`config.mk`:
```
export PLATFORM = sky130hd
export DESIGN_NAME = memory_stage
export DESIGN_NICKNAME = d
export VERILOG_FILES = /design/src/rtl/rv_pkg.sv /design/src/rtl/memory_stage_load_align.sv /design/src/rtl/memory_stage.sv
export SDC_FILE = /design/constraint.sdc
export NUM_CORES = 1
export LEC_CHECK = 0
export BUFFER_PORTS_ARGS = -buffer_cell sky130_fd_sc_hd__buf_2
export CORE_MARGIN = 2
export CORE_UTILIZATION = 46
export DETAILED_ROUTE_END_ITERATION = 8
export GPL_TIMING_DRIVEN = 0
export PLACE_DENSITY = 0.71
export REMOVE_ABC_BUFFERS = 1
export SLEW_MARGIN = 5
export SYNTH_ARGS = -nofsm -noshare
export SYNTH_HDL_FRONTEND = slang
export SYNTH_SLANG_ARGS = --single-unit
```
`constraint.sdc`:
```
create_clock -name clk -period 3.2 [get_ports clk]
set_clock_uncertainty 0.1 [all_clocks]
set_input_delay 0.32 -clock clk [delete_from_list [all_inputs] [get_ports clk]]
set_output_delay 0.32 -clock clk [all_outputs]
set_load 0.005 [all_outputs]
```
`src/rtl/rv_pkg.sv`:
```
// Shared RISC-V decode constants and helpers for the memory stage and the
// write-back / cache path.
package rv_pkg;

    localparam logic [6:0] OP_LOAD   = 7'b0000011;
    localparam logic [6:0] OP_STORE  = 7'b0100011;
    localparam logic [6:0] OP_BRANCH = 7'b1100011;
    localparam logic [6:0] OP_JAL    = 7'b1101111;
    localparam logic [6:0] OP_JALR   = 7'b1100111;
    localparam logic [6:0] OP_OP     = 7'b0110011;
    localparam logic [6:0] OP_IMM    = 7'b0010011;
    localparam logic [6:0] OP_LUI    = 7'b0110111;
    localparam logic [6:0] OP_AUIPC  = 7'b0010111;

    localparam logic [2:0] F3_LB  = 3'b000;
    localparam logic [2:0] F3_LH  = 3'b001;
    localparam logic [2:0] F3_LW  = 3'b010;
    localparam logic [2:0] F3_LBU = 3'b100;
    localparam logic [2:0] F3_LHU = 3'b101;
    localparam logic [2:0] F3_SB  = 3'b000;
    localparam logic [2:0] F3_SH  = 3'b001;
    localparam logic [2:0] F3_SW  = 3'b010;

    typedef enum logic {
        IDLE   = 1'b0,
        ACCESS = 1'b1
    } state_t;

    // True when a load/store has a defined funct3 and its address is
    // naturally aligned for the access size.
    function automatic logic mem_op_legal(input logic       is_store,
                                          input logic [2:0] funct3,
                                          input logic [1:0] addr_lo);
        logic ok;
        ok = 1'b0;
        if (is_store) begin
            case (funct3)
                F3_SB:   ok = 1'b1;
                F3_SH:   ok = ~addr_lo[0];
                F3_SW:   ok = (addr_lo == 2'b00);
                default: ok = 1'b0;
            endcase
        end else begin
            case (funct3)
                F3_LB, F3_LBU: ok = 1'b1;
                F3_LH, F3_LHU: ok = ~addr_lo[0];
                F3_LW:         ok = (addr_lo == 2'b00);
                default:       ok = 1'b0;
            endcase
        end
        return ok;
    endfunction

endpackage

```
`src/rtl/memory_stage_load_align.sv`:
```
// Load data alignment: picks the byte/half lane addressed by addr[1:0] out of
// a 32-bit memory word and sign- or zero-extends it according to funct3.
module load_align
    import rv_pkg::*;
(
    input  logic [31:0] mem_rdata,
    input  logic [2:0]  funct3,
    input  logic [1:0]  addr,
    output logic [31:0] data
);

    logic [7:0]  byte_lane;
    logic [15:0] half_lane;

    // Lane select then extension.
    always_comb begin
        case (addr)
            2'd0: byte_lane = mem_rdata[7:0];
            2'd1: byte_lane = mem_rdata[15:8];
            2'd2: byte_lane = mem_rdata[23:16];
            2'd3: byte_lane = mem_rdata[31:24];
        endcase
        half_lane = addr[1] ? mem_rdata[31:16] : mem_rdata[15:0];
        case (funct3)
            F3_LB:   data = {{24{byte_lane[7]}}, byte_lane};
            F3_LBU:  data = {24'h0, byte_lane};
            F3_LH:   data = {{16{half_lane[15]}}, half_lane};
            F3_LHU:  data = {16'h0, half_lane};
            default: data = mem_rdata;
        endcase
    end

endmodule

```
`src/rtl/memory_stage.sv`:
```
// Memory stage: retires execute results, performs loads/stores over a
// request/ready port, resolves branch/jump redirection and holds execute
// (stall) while a data access is outstanding.
module memory_stage
    import rv_pkg::*;
#(
    parameter int unsigned TIMEOUT  = 255,
    parameter logic [31:0] RESET_PC = 32'h0000_0000
) (
    input  logic        clk,
    input  logic        rst_n,
    input  logic        in_valid,
    input  logic [31:0] IR,
    input  logic [31:0] ALU,
    input  logic        COMP,
    input  logic [31:0] PC,
    input  logic [31:0] B,
    output logic        stall,
    output logic        mem_req,
    output logic        mem_we,
    output logic [31:0] mem_addr,
    output logic [31:0] mem_wdata,
    output logic [3:0]  mem_be,
    input  logic        mem_ready,
    input  logic [31:0] mem_rdata,
    output logic        out_valid,
    output logic [31:0] IR_out,
    output logic [31:0] WB_out,
    output logic [31:0] PC_out,
    output logic        br_taken,
    output logic [31:0] br_target,
    output logic        misalign,
    output logic        bus_err
);

    // Counter value on the last ACCESS cycle allowed without mem_ready.
    localparam int unsigned TO_LAST = (TIMEOUT == 0) ? 0 : TIMEOUT - 1;

    state_t      state;
    logic [31:0] cnt;
    logic [31:0] ir_q;
    logic [31:0] pc_q;
    logic [1:0]  addr_lo_q;
    logic [31:0] load_data;

    logic [6:0]  opcode;
    logic [2:0]  funct3;
    logic        is_load;
    logic        is_store;
    logic        legal;

    function automatic logic [3:0] store_be(input logic [2:0] f3, input logic [1:0] lo);
        case (f3)
            F3_SB:   return 4'b0001 << lo;
            F3_SH:   return 4'b0011 << lo;
            default: return 4'b1111;
        endcase
    endfunction

    function automatic logic [31:0] store_data(input logic [2:0] f3, input logic [31:0] b);
        case (f3)
            F3_SB:   return {4{b[7:0]}};
            F3_SH:   return {2{b[15:0]}};
            default: return b;
        endcase
    endfunction

    assign stall = (state == ACCESS);

    // Decode of the instruction currently offered by execute.
    always_comb begin
        opcode   = IR[6:0];
        funct3   = IR[14:12];
        is_load  = (opcode == OP_LOAD);
        is_store = (opcode == OP_STORE);
        legal    = mem_op_legal(is_store, funct3, ALU[1:0]);
    end

    load_align u_load_align (
        .mem_rdata (mem_rdata),
        .funct3    (ir_q[14:12]),
        .addr      (addr_lo_q),
        .data      (load_data)
    );

    // Accept / access / retire sequencing; pulse flags default low each cycle.
    always_ff @(posedge clk or negedge rst_n) begin
        if (!rst_n) begin
            state     <= IDLE;
            cnt       <= '0;
            ir_q      <= '0;
            pc_q      <= '0;
            addr_lo_q <= '0;
            mem_req   <= 1'b0;
            mem_we    <= 1'b0;
            mem_addr  <= '0;
            mem_wdata <= '0;
            mem_be    <= '0;
            out_valid <= 1'b0;
            IR_out    <= '0;
            WB_out    <= '0;
            PC_out    <= RESET_PC;
            br_taken  <= 1'b0;
            br_target <= RESET_PC;
            misalign  <= 1'b0;
            bus_err   <= 1'b0;
        end else begin
            out_valid <= 1'b0;
            br_taken  <= 1'b0;
            misalign  <= 1'b0;
            bus_err   <= 1'b0;
            case (state)
                IDLE: begin
                    if (in_valid) begin
                        if ((is_load || is_store) && legal) begin
                            state     <= ACCESS;
                            cnt       <= '0;
                            ir_q      <= IR;
                            pc_q      <= PC;
                            addr_lo_q <= ALU[1:0];
                            mem_req   <= 1'b1;
                            mem_we    <= is_store;
                            mem_addr  <= {ALU[31:2], 2'b00};
                            mem_be    <= is_store ? store_be(funct3, ALU[1:0]) : 4'b1111;
                            mem_wdata <= is_store ? store_data(funct3, B) : 32'h0;
                        end else begin
                            out_valid <= 1'b1;
                            IR_out    <= IR;
                            PC_out    <= PC;
                            if (is_load || is_store) begin
                                misalign <= 1'b1;
                                WB_out   <= '0;
                            end else begin
                                case (opcode)
                                    OP_JAL: begin
                                        WB_out    <= PC + 32'd4;
                                        br_taken  <= 1'b1;
                                        br_target <= ALU;
                                    end
                                    OP_JALR: begin
                                        WB_out    <= PC + 32'd4;
                                        br_taken  <= 1'b1;
                                        br_target <= {ALU[31:1], 1'b0};
                                    end
                                    OP_BRANCH: begin
                                        WB_out    <= '0;
                                        br_taken  <= COMP;
                                        br_target <= ALU;
                                    end
                                    default: WB_out <= ALU;
                                endcase
                            end
                        end
                    end
                end
                ACCESS: begin
                    if (mem_ready) begin
                        state     <= IDLE;
                        mem_req   <= 1'b0;
                        out_valid <= 1'b1;
                        IR_out    <= ir_q;
                        PC_out    <= pc_q;
                        WB_out    <= mem_we ? 32'h0 : load_data;
                    end else if (TIMEOUT != 0 && cnt == TO_LAST) begin
                        state     <= IDLE;
                        mem_req   <= 1'b0;
                        out_valid <= 1'b1;
                        bus_err   <= 1'b1;
                        IR_out    <= ir_q;
                        PC_out    <= pc_q;
                        WB_out    <= '0;
                    end else begin
                        cnt <= cnt + 32'd1;
                    end
                end
                default: state <= IDLE;
            endcase
        end
    end

endmodule
```
**Word-level counts from Yosys, hierarchy flattened**

Index checks and enable logic that the tools add are counted.

- Memories kept: 0
- Bits in writable memories: 0
- Bits in latches: 0
- Output and inout port bits: 203
- Bits in read-only memories: 0
- Flip-flop bits (word level): 299

- Magnitude comparators: 0
- Equality and inequality tests: 22
- Bitwise operators: 4
- Divide/modulo/power cells: 0
- Reduce and logical (&&, ||, !) cells: 16
- Shifts and indexed selects: 2
- Muxes and demuxes: 60
- $mul: 0
- Add/subtract/negate cells: 2

Operators by type and width:

| cell | count |
|---|---|
| two-way mux 32 bit | 19 |
| one-hot mux 32 bit (2 select lines) | 7 |
| one-hot mux 32 bit (4 select lines) | 1 |
| adder 32 x 1 -> 32 bit (second input constant) | 1 |
| adder 32 x 3 -> 32 bit (second input constant) | 1 |
| equality test 32 x 8 -> 1 bit (second input constant) | 1 |
| one-hot mux 8 bit (4 select lines) | 1 |
| two-way mux 1 bit | 23 |
| equality test 7 bit (second input constant) | 3 |
| two-way mux 16 bit | 1 |
| equality test 3 bit (second input constant) | 4 |
| inequality test 2 bit (second input constant) | 5 |
| AND reduction 3 bit | 3 |
| one-hot mux 1 bit (2 select lines) | 4 |
| one-hot mux 4 bit (2 select lines) | 1 |
| OR reduction 2 bit | 4 |
| equality test 7 x 2 -> 1 bit (second input constant) | 1 |
| equality test 7 x 6 -> 1 bit (second input constant) | 1 |
| equality test 3 x 1 -> 1 bit (second input constant) | 2 |
| zero test 3 bit | 2 |
| one-hot mux 1 bit (3 select lines) | 2 |
| AND reduction 5 bit | 1 |
| equality test 2 bit (second input constant) | 2 |
| zero test 2 bit | 2 |
| other kinds (11) | 14 |

**Longest topological paths before layout**

Gate-level depths: netlist of the first run.

- Depth in word-level cells: 8
- Depth in mapped cells: 10
- Depth with buffers taken out: 8

**Cells and area by module**

From an unflattened synthesis of the first run, not the netlist that was laid out.

- Cell total of the unflattened synthesis: 1598
- Area total of the unflattened synthesis: 14796.7 sq um

By module, submodules not included:

| module | area an instance (sq um) | instances | cells each |
|---|---|---|---|
| memory_stage | 14128.6 | 1 | 1487 |
| load_align | 668.1 | 1 | 111 |

**Worst setup path after synthesis of the first run**

OpenSTA, ideal clock, no wires.

- Kind: register to register
- Start: reg cnt[0]
- End: reg WB_out[26]
- Slack: 0.991 ns
- Arrival time: 1.975 ns
- Required time: 2.966 ns
- Stages on the path, launching flop included: 10
- Path buffers: 2
- Cell sequence: dfrtp_1 inv_1 ha_1 nor4b_1 nand4_1 o31ai_4 o21a_1 buf_2 buf_2 a31oi_1

- Cells in the longest elaborated chain, start to end: 3

Ends and longest elaborated chain:

| item | line | text |
|---|---|---|
| start, declared | memory_stage.sv:40 | `logic [31:0] cnt;` |
| start signal, assigned | memory_stage.sv:173 | `cnt <= cnt + 32'd1;` |
| equality test 32 x 8 -> 1 bit | memory_stage.sv:164 | `end else if (TIMEOUT != 0 && cnt == TO_LAST) begin` |
| inequality test 3 x 2 -> 1 bit (no line) | n/a |  |
| AND reduction 3 bit (no line) | n/a |  |
| end signal, assigned | memory_stage.sv:136 | `WB_out <= PC + 32'd4;` |
| end signal, assigned | memory_stage.sv:141 | `WB_out <= PC + 32'd4;` |
| end signal, assigned | memory_stage.sv:163 | `WB_out <= mem_we ? 32'h0 : load_data;` |
| end, declared | memory_stage.sv:28 | `output logic [31:0] WB_out,` |

No other way between the ends.
A chain may end at the register's enable or synchronous reset.

**Worst setup path after layout of the first run**

- Start: reg state, in the netlist stall
- End: reg IR_out[19]

- Cells in the longest elaborated chain, start to end: 3

Ends and longest elaborated chain:

| item | line | text |
|---|---|---|
| start, declared | memory_stage.sv:39 | `state_t state;` |
| start signal, assigned | memory_stage.sv:89 | `state <= IDLE;` |
| start signal, assigned | memory_stage.sv:116 | `state <= ACCESS;` |
| start signal, assigned | memory_stage.sv:158 | `state <= IDLE;` |
| inverter 1 bit (no line) | n/a |  |
| inequality test 2 bit (no line) | n/a |  |
| AND reduction 3 bit (no line) | n/a |  |
| end signal, assigned | memory_stage.sv:161 | `IR_out <= ir_q;` |
| end signal, assigned | memory_stage.sv:169 | `IR_out <= ir_q;` |
| end, declared | memory_stage.sv:27 | `output logic [31:0] IR_out,` |

Several ways; a longest one is shown, not always the timed one.

==> metrics.cfg, run 1 <==
[placement]
gp_congestion=0.8204
io_buffer_count=365
dp_cells=2186
pre_cts_ws_ns=-0.5359
post-dp-hpwl_mm=30.51

[floorplanning]
io_pins=368
die_y_microns=180.4
die-area_sq_mm=0.03253
fp.dieW_microns=180.4
coreArea_sq_mm=0.03059
rows=64
initial_core_util_pct=46.78

[logic_synthesis]
synthArstFlopShare_pct=100.0
synth.avg_cell_area_sq_um=9.438
ys_top_cells_by_count=394 x nand2_1, 299 x dfrtp_1, 147 x nor2_1, 94 x a21oi_1, 78 x mux2i_1
ys_top_cells_by_area=dfrtp_1 52%, nand2_1 10%, mux2i_1 5.5%
syn-cell-area_sq_mm=0.01431
ys_types=64
ys_ff_latch=299
synth_edf_count=0
synth.largest_area_cell=dfrtp_1
yosys.area.top_type_share_pct=52.29
seq_area_frac_synth_pct=52.29
synth_warnings=0
yosysMostFrequentCell=nand2_1
syn_inst=1516
ys_dominant_reg_cell=dfrtp_1

[routing]
wl_per_cell_microns=19.54
dr_total_vias=12950
routed_via_density=5.535
drtIter0Drc=936
ant_nets=0
drt_first_pass_iters=9
drc=0
totalWireLength_mm=45.72

[outcome]
outcome=complete, no violations

[global_route]
globalRouteTotalUtil_pct=27.67
grt_pass1_wl_mm=72.02
grt.overflow.total=0
grt_max_degree=114
antenna_found_initial=6
grt_pass1_vias=12800

[sta]
worst_pin_slew_ns=1.188
relSlewSlack_pct=20.38
max_freq_mhz=322.1
slew_violations=0
tns_ns=0
fin_crit_ns=3.104
hold_viol=0
setup_ws_ns=0.09572
fin_crit_sh_pct=97.01
rsz0062_at_grt=yes
finalSetupViolations=0

[clock_network]
tritoncts=yes
cts.sinks=299
cts_made_buffers=34
clockBufferDepth=3
path_clk_slew_ns=0.06
root_buffer=clkbuf_16
clkLatencyLatePin_ns=0.51
h-tree-depth=2

[cells_and_area]
area_delta_synth_final_pct=29.77
utilization_pct=60.70
stdcell_count=2340
drive_gt1_share_pct=26.37
num-nets-final=2084

[power_and_ir_drop]
irDropWorstVdd_uv=295.1
fin_total_pwr_mw=9.372
powerDensity_mw_per_mm2=504.7
power_leakage_nw=9.098

[worst_setup_path]
crit_arrival_ns=3.41
cp_max_fo=71
crit_type=reg2reg
worstPathRequired_ns=3.51
end_kind=flip-flop
startpoint_type=flip-flop

[min_path]
hp-class=in2reg

[run]
drv_cap=0

==> routing by layer <==
layer | up-vias | GRT usage (%) | routed length (microns) | share of wire [%]
met1 | 6296 | 36.32 | 18430 | 40
met4 | 2 | 9.710 | 1536 | 3.4
met5 | - | 0 | 11 | 0.024
li1 | 5994 | - | - | -
met3 | 99 | 5.881 | 3909 | 8.5
met2 | 561 | 45.56 | 21840 | 48
==> area by class of cell <==
type | count | area (sq um)
multi-input combinational | 1096 | 6354
antenna | 6 | 15.01
fill | 2583 | 12020
inverter | 17 | 63.81
clock buffer | 49 | 988.4
timing repair buffer | 468 | 3038
clock inverter | 9 | 127.6
tap | 396 | 495.5
sequential | 299 | 7486
==> critical path, stage by stage, from the launching register on <==
cell	delay, ns
dfrtp_4	0.68
buf_16	0.31
inv_1	0.28
nor2_4	0.10
o31ai_4	0.09
o21a_4	0.49
buf_16	0.33
buf_16	0.25
nor2_1	0.07
a21oi_1	0.19
==> stage by stage <==
stage                     hold WS [ns]  cell area [sq um]
after CTS                     0.001398              18530
final                          0.02529              18570
after global placement          0.3456              16140
after global routing           0.01033              18560
after detailed placement        0.3241              16510
after floorplan               -0.07559              13820
==> power breakdown <==
part | switching, mW | internal (mW)
sequential | 0.172 | 4.07
combinational | 0.641 | 0.560
clock | 1.54 | 2.39
total | 2.36 | 7.02
==> sequential cells by signal (all words and copies together) (netlist names), 2 cells and up <==
| register | flops |
|---|---|
| IR_out | 32 |
| PC_out | 32 |
| WB_out | 32 |
| br_target | 32 |
| cnt | 32 |
| ir_q | 32 |
| mem_wdata | 32 |
| pc_q | 32 |
| mem_addr | 30 |
| mem_be | 4 |
| addr_lo_q | 2 |
==> cell families (layout without fill, tap and decap cells) <==
group                      after synthesis  in the layout  share of synthesized area [%]
adders and majority gates                3              3                         0.2624
other                                    1              8                        0.02621
muxes                                  130            130                          9.627
DFF                                    299            299                          52.29
xor gates and xnor gates                47             47                          2.877
buffers and inverters                  123            543                          3.900
and+or+nand+nor                        694            694                          21.04
AOI/OAI and AO/OA                      219            220                          9.977
==> path summary, 6_finish.rpt <==
path / cells after the start / endpoint / from / slack, ns
max in group asynchronous: 3 / stall / rst_n / 1.58
worst min-delay path: 3 / pc_q[17] / PC[17] / 0.03
min in group asynchronous: 2 / br_target[24] / rst_n / 0.35
worst min register to register: 2 / mem_wdata[17] / mem_wdata[17] / 0.36
worst max register to register: 9 / IR_out[19] / stall / 0.1
worst max-delay path: 9 / IR_out[19] / stall / 0.1
==> placed cells by master, fill, tap and decap left out, types with 5 or more instances in the layout <==
cell,instances
nand2_1,394
buf_2,364
dfrtp_1,298
nor2_1,144
a21oi_1,94
dlygate4sd3_1,88
mux2i_1,78
mux2_2,50
nand3_1,48
clkbuf_16,35
xnor2_1,28
o21ai_0,22
a31oi_1,20
a221oi_1,19
xor2_1,19
nor4_1,18
inv_1,16
nor3_1,14
and3_1,10
and2_1,9
o2111ai_1,9
a22oi_1,9
nand4_1,8
clkbuf_1,8
buf_16,8
nand2b_1,7
o21a_1,7
o211ai_1,7
diode_2,6
a31o_1,6
o221ai_1,6
clkbuf_8,6
nor4_2,5
and4_1,5
==> what timing repair did <==
item	CTS	global route
endpoints found under the setup margin	75	30
resized for setup	2	6
cloned	1	0
endpoints found under the hold margin	202	0
hold buffers	88	0
pin swaps	1	0
setup buffers	1	0
(Power assumes the default switching activity.)
==> run 2, diff against run 1 <==
--- a/config.mk
+++ b/config.mk
@@ -11,4 +11,5 @@
 export DETAILED_ROUTE_END_ITERATION = 8
 export GPL_TIMING_DRIVEN = 0
+export HOLD_SLACK_MARGIN = 0.03
 export PLACE_DENSITY = 0.71
 export REMOVE_ABC_BUFFERS = 1
==> constraint.sdc (replaced) <==
create_clock -name clk -period 3.2 [get_ports clk]
set_clock_uncertainty 0.1 [all_clocks]
set_input_delay 0.64 -clock clk [delete_from_list [all_inputs] [get_ports clk]]
set_output_delay 0.64 -clock clk [all_outputs]
set_load 0.005 [all_outputs]
==> run 2 against run 1 <==
Non-clock buffer count fell by 86. Via count fell by 2.9%. Largest cell class unchanged. Sequential power hardly changed. Critical path depth decreased by 1. Flip-flop and latch count unchanged. Die area stayed put. Wire length is 3.1% lower. Critical endpoint is now WB_out[17]. Core utilization shrank 2.7 points. First-iteration DRC count grew 0.11%. Fmax rose by 6.4%. Global-route usage fell by 1.1 points.
==> metrics.cfg, run 2 (synthesized netlist as in run 1, its figures left out) <==
[worst_setup_path]
crit_path_cell_trace=buf_16 > inv_1 > o41ai_2 > nor2b_2 > buf_8 > a221o_1 > a21oi_1 > a21oi_1  ; was buf_16 > inv_1 > nor2_4 > o31ai_4 > o21a_4 > buf_16 > buf_16 > nor2_1 > a21oi_1
worstPathRequired_ns=3.47  ; was 3.51 ns
crit_slowest_cell=dfrtp_4  ; unchanged
path_delay_family=buffers and inverters  ; unchanged
cp_max_fo=48  ; was 71
crit_top_cell=a21oi_1  ; was buf_16
crit_arrival_ns=3.19  ; was 3.41 ns
startpoint_type=flip-flop  ; unchanged
critical_path_buf_inv_count=3  ; was 4
end_kind=flip-flop  ; unchanged
slowest_delay_ns=0.65  ; was 0.68 ns
crit_type=reg2reg  ; unchanged

[cells_and_area]
stdcell_count=2257  ; was 2,340
layout_commonest_cell=nand2_1  ; unchanged
num-nets-final=1999  ; was 2,084
regArea_sq_mm=0.007486  ; unchanged
final_cell_mix=394 x nand2_1, 363 x buf_2, 298 x dfrtp_1  ; was 394 x nand2_1, 364 x buf_2, 298 x dfrtp_1
fin_area_sq_mm=0.01773  ; was 0.01857 sq mm
multiInputGateArea_sq_mm=0.006360  ; was 0.006354 sq mm
fillers=2717  ; was 2,583
area_delta_synth_final_pct=23.90  ; was 29.77%
drive_gt1_share_pct=27.68  ; was 26.37%

[min_path]
hp-class=in2async  ; was in2reg

[floorplanning]
initial_core_util_pct=46.78  ; unchanged
coreArea_sq_mm=0.03059  ; unchanged
io_pins=368  ; unchanged
rows=64  ; unchanged
die_y_microns=180.4  ; unchanged
fp.dieW_microns=180.4  ; unchanged
die-area_sq_mm=0.03253  ; unchanged

[placement]
dpl_cell_area_sq_mm=0.01651  ; unchanged
post-dp-hpwl_mm=30.51  ; unchanged
dp_cells=2186  ; unchanged
io_buffer_count=365  ; unchanged
gp_congestion=0.8204  ; unchanged

[clock_network]
tritoncts=yes  ; unchanged
clockBufferDepth=3  ; unchanged
h-tree-depth=2  ; unchanged
cts_made_buffers=34  ; unchanged
path_clk_slew_ns=0.06  ; about the same
root_buffer=clkbuf_16  ; unchanged
clkLatencyLatePin_ns=0.51  ; about the same
cts.sinks=299  ; unchanged

[power_and_ir_drop]
powerDensity_mw_per_mm2=522.9  ; was 504.7 mW/mm^2
switching_share_pct=25.05  ; was 25.13%
comb_power_share_pct=12.0  ; was 12.8%
internal_power_mw=6.948  ; was 7.016 mW
seqPwrFrac_pct=45.7  ; was 45.3%
switchingPower_mw=2.322  ; was 2.355 mW
irDropWorstVdd_uv=295.8  ; was 295.1 uV
power.share.clock_pct=42.3  ; was 41.9%
power_leakage_nw=8.749  ; was 9.098 nW

[routing]
ant_nets=0  ; unchanged
drc=0  ; unchanged
wl_per_cell_microns=19.62  ; was 19.54 microns
totalWireLength_mm=44.29  ; was 45.72 mm
drtIter0Drc=937  ; was 936
dr_total_vias=12570  ; was 12,950
routed_via_density=5.569  ; was 5.535
drt_first_pass_iters=5  ; was 9

[sta]
worst_pin_slew_ns=1.188  ; about the same
slew_violations=0  ; unchanged
hold_viol=0  ; unchanged
finalSetupViolations=0  ; unchanged
hold-worst-slack_ns=0.07433  ; was 0.02529 ns
rsz0062_at_grt=no  ; was yes
relSlewSlack_pct=20.35  ; was 20.38%
fin_crit_sh_pct=91.20  ; was 97.01%
max_freq_mhz=342.7  ; was 322.1 MHz
fin_crit_ns=2.918  ; was 3.104 ns

[global_route]
antenna_found_initial=7  ; was 6
globalRouteTotalUtil_pct=26.59  ; was 27.67%
grt.overflow.total=0  ; unchanged
grt_max_degree=114  ; unchanged
grt_pass1_vias=12200  ; was 12,800
grt_pass1_wl_mm=69.26  ; was 72.02 mm

[outcome]
outcome=complete, no violations  ; unchanged

[run]
drv_cap=0  ; unchanged

==> run 2: power by group through the flow <==
stage          registers [mW]  logic (mW)  clock network, mW
2_1_floorplan            4.31       0.430                  0
3_3_place_gp             4.29        1.07                  0
3_5_place_dp             4.30        1.10                  0
4_1_cts                  4.24        1.11               4.01
5_1_grt                  4.27        1.22               4.16
6_report                 4.24        1.11               3.92
==> run 2: routing by layer <==
metal | routed length, microns | GRT usage [%] | part of all wire, % | up-vias
li1 | - | - | - | 5832
met1 | 18340 | 35.19 | 41 | 6105
met2 | 20870 | 43.01 | 47 | 543
met3 | 3779 | 6.427 | 8.5 | 88
met4 | 1294 | 8.968 | 2.9 | 2
met5 | 11 | 0 | 0.025 | -
==> run 2: path summary, 6_finish.rpt <==
check | from | to | slack, ns | cells after the start
max | stall | WB_out[17] | 0.28 | 8
min | rst_n | PC_out[28] | 0.07 | 1
max reg2reg | stall | WB_out[17] | 0.28 | 8
min reg2reg | mem_wdata[17] | mem_wdata[17] | 0.36 | 2
max in group asynchronous | rst_n | stall | 1.81 | 2
min in group clk | IR[10] | ir_q[10] | 0.24 | 3
==> run 2: stage by stage <==
stage / setup WS [ns] / power (mW) / setup TNS, ns / util [%]
global route: 0.08110 / 9.653 / 0 / 57.93
global placement: -6.160 / 5.363 / -2877.72 / 52.77
finish: 0.2816 / 9.269 / 0 / 57.96
detailed placement: -0.5359 / 5.400 / -48.07 / 53.96
floorplan: -3.087 / 4.740 / -703.19 / -
CTS: 0.06051 / 9.358 / 0 / 57.69
==> run 2: area by class of cell <==
cell class / count / area share [%]
antenna: 8 / 0.1129
clock buffer: 49 / 5.576
clock inverter: 9 / 0.7199
inverter: 17 / 0.3599
multi-input combinational: 1097 / 35.87
sequential: 299 / 42.23
tap: 396 / 2.795
timing repair buffer: 382 / 12.34
==> run 2: repair_timing <==
item	CTS	global route
buffers inserted	1	2
hold endpoints to repair	0	0
hold buffers	0	0
setup endpoints to repair	75	31
pin swaps	1	0
resized for setup	3	4
gates cloned	1	1
==> run 2: worst reg2reg max path, cell delays in order (launching register included) <==
cell	delay [ns]
dfrtp_4	0.65
buf_16	0.35
inv_1	0.24
o41ai_2	0.24
nor2b_2	0.33
buf_8	0.27
a221o_1	0.37
a21oi_1	0.13
a21oi_1	0.10
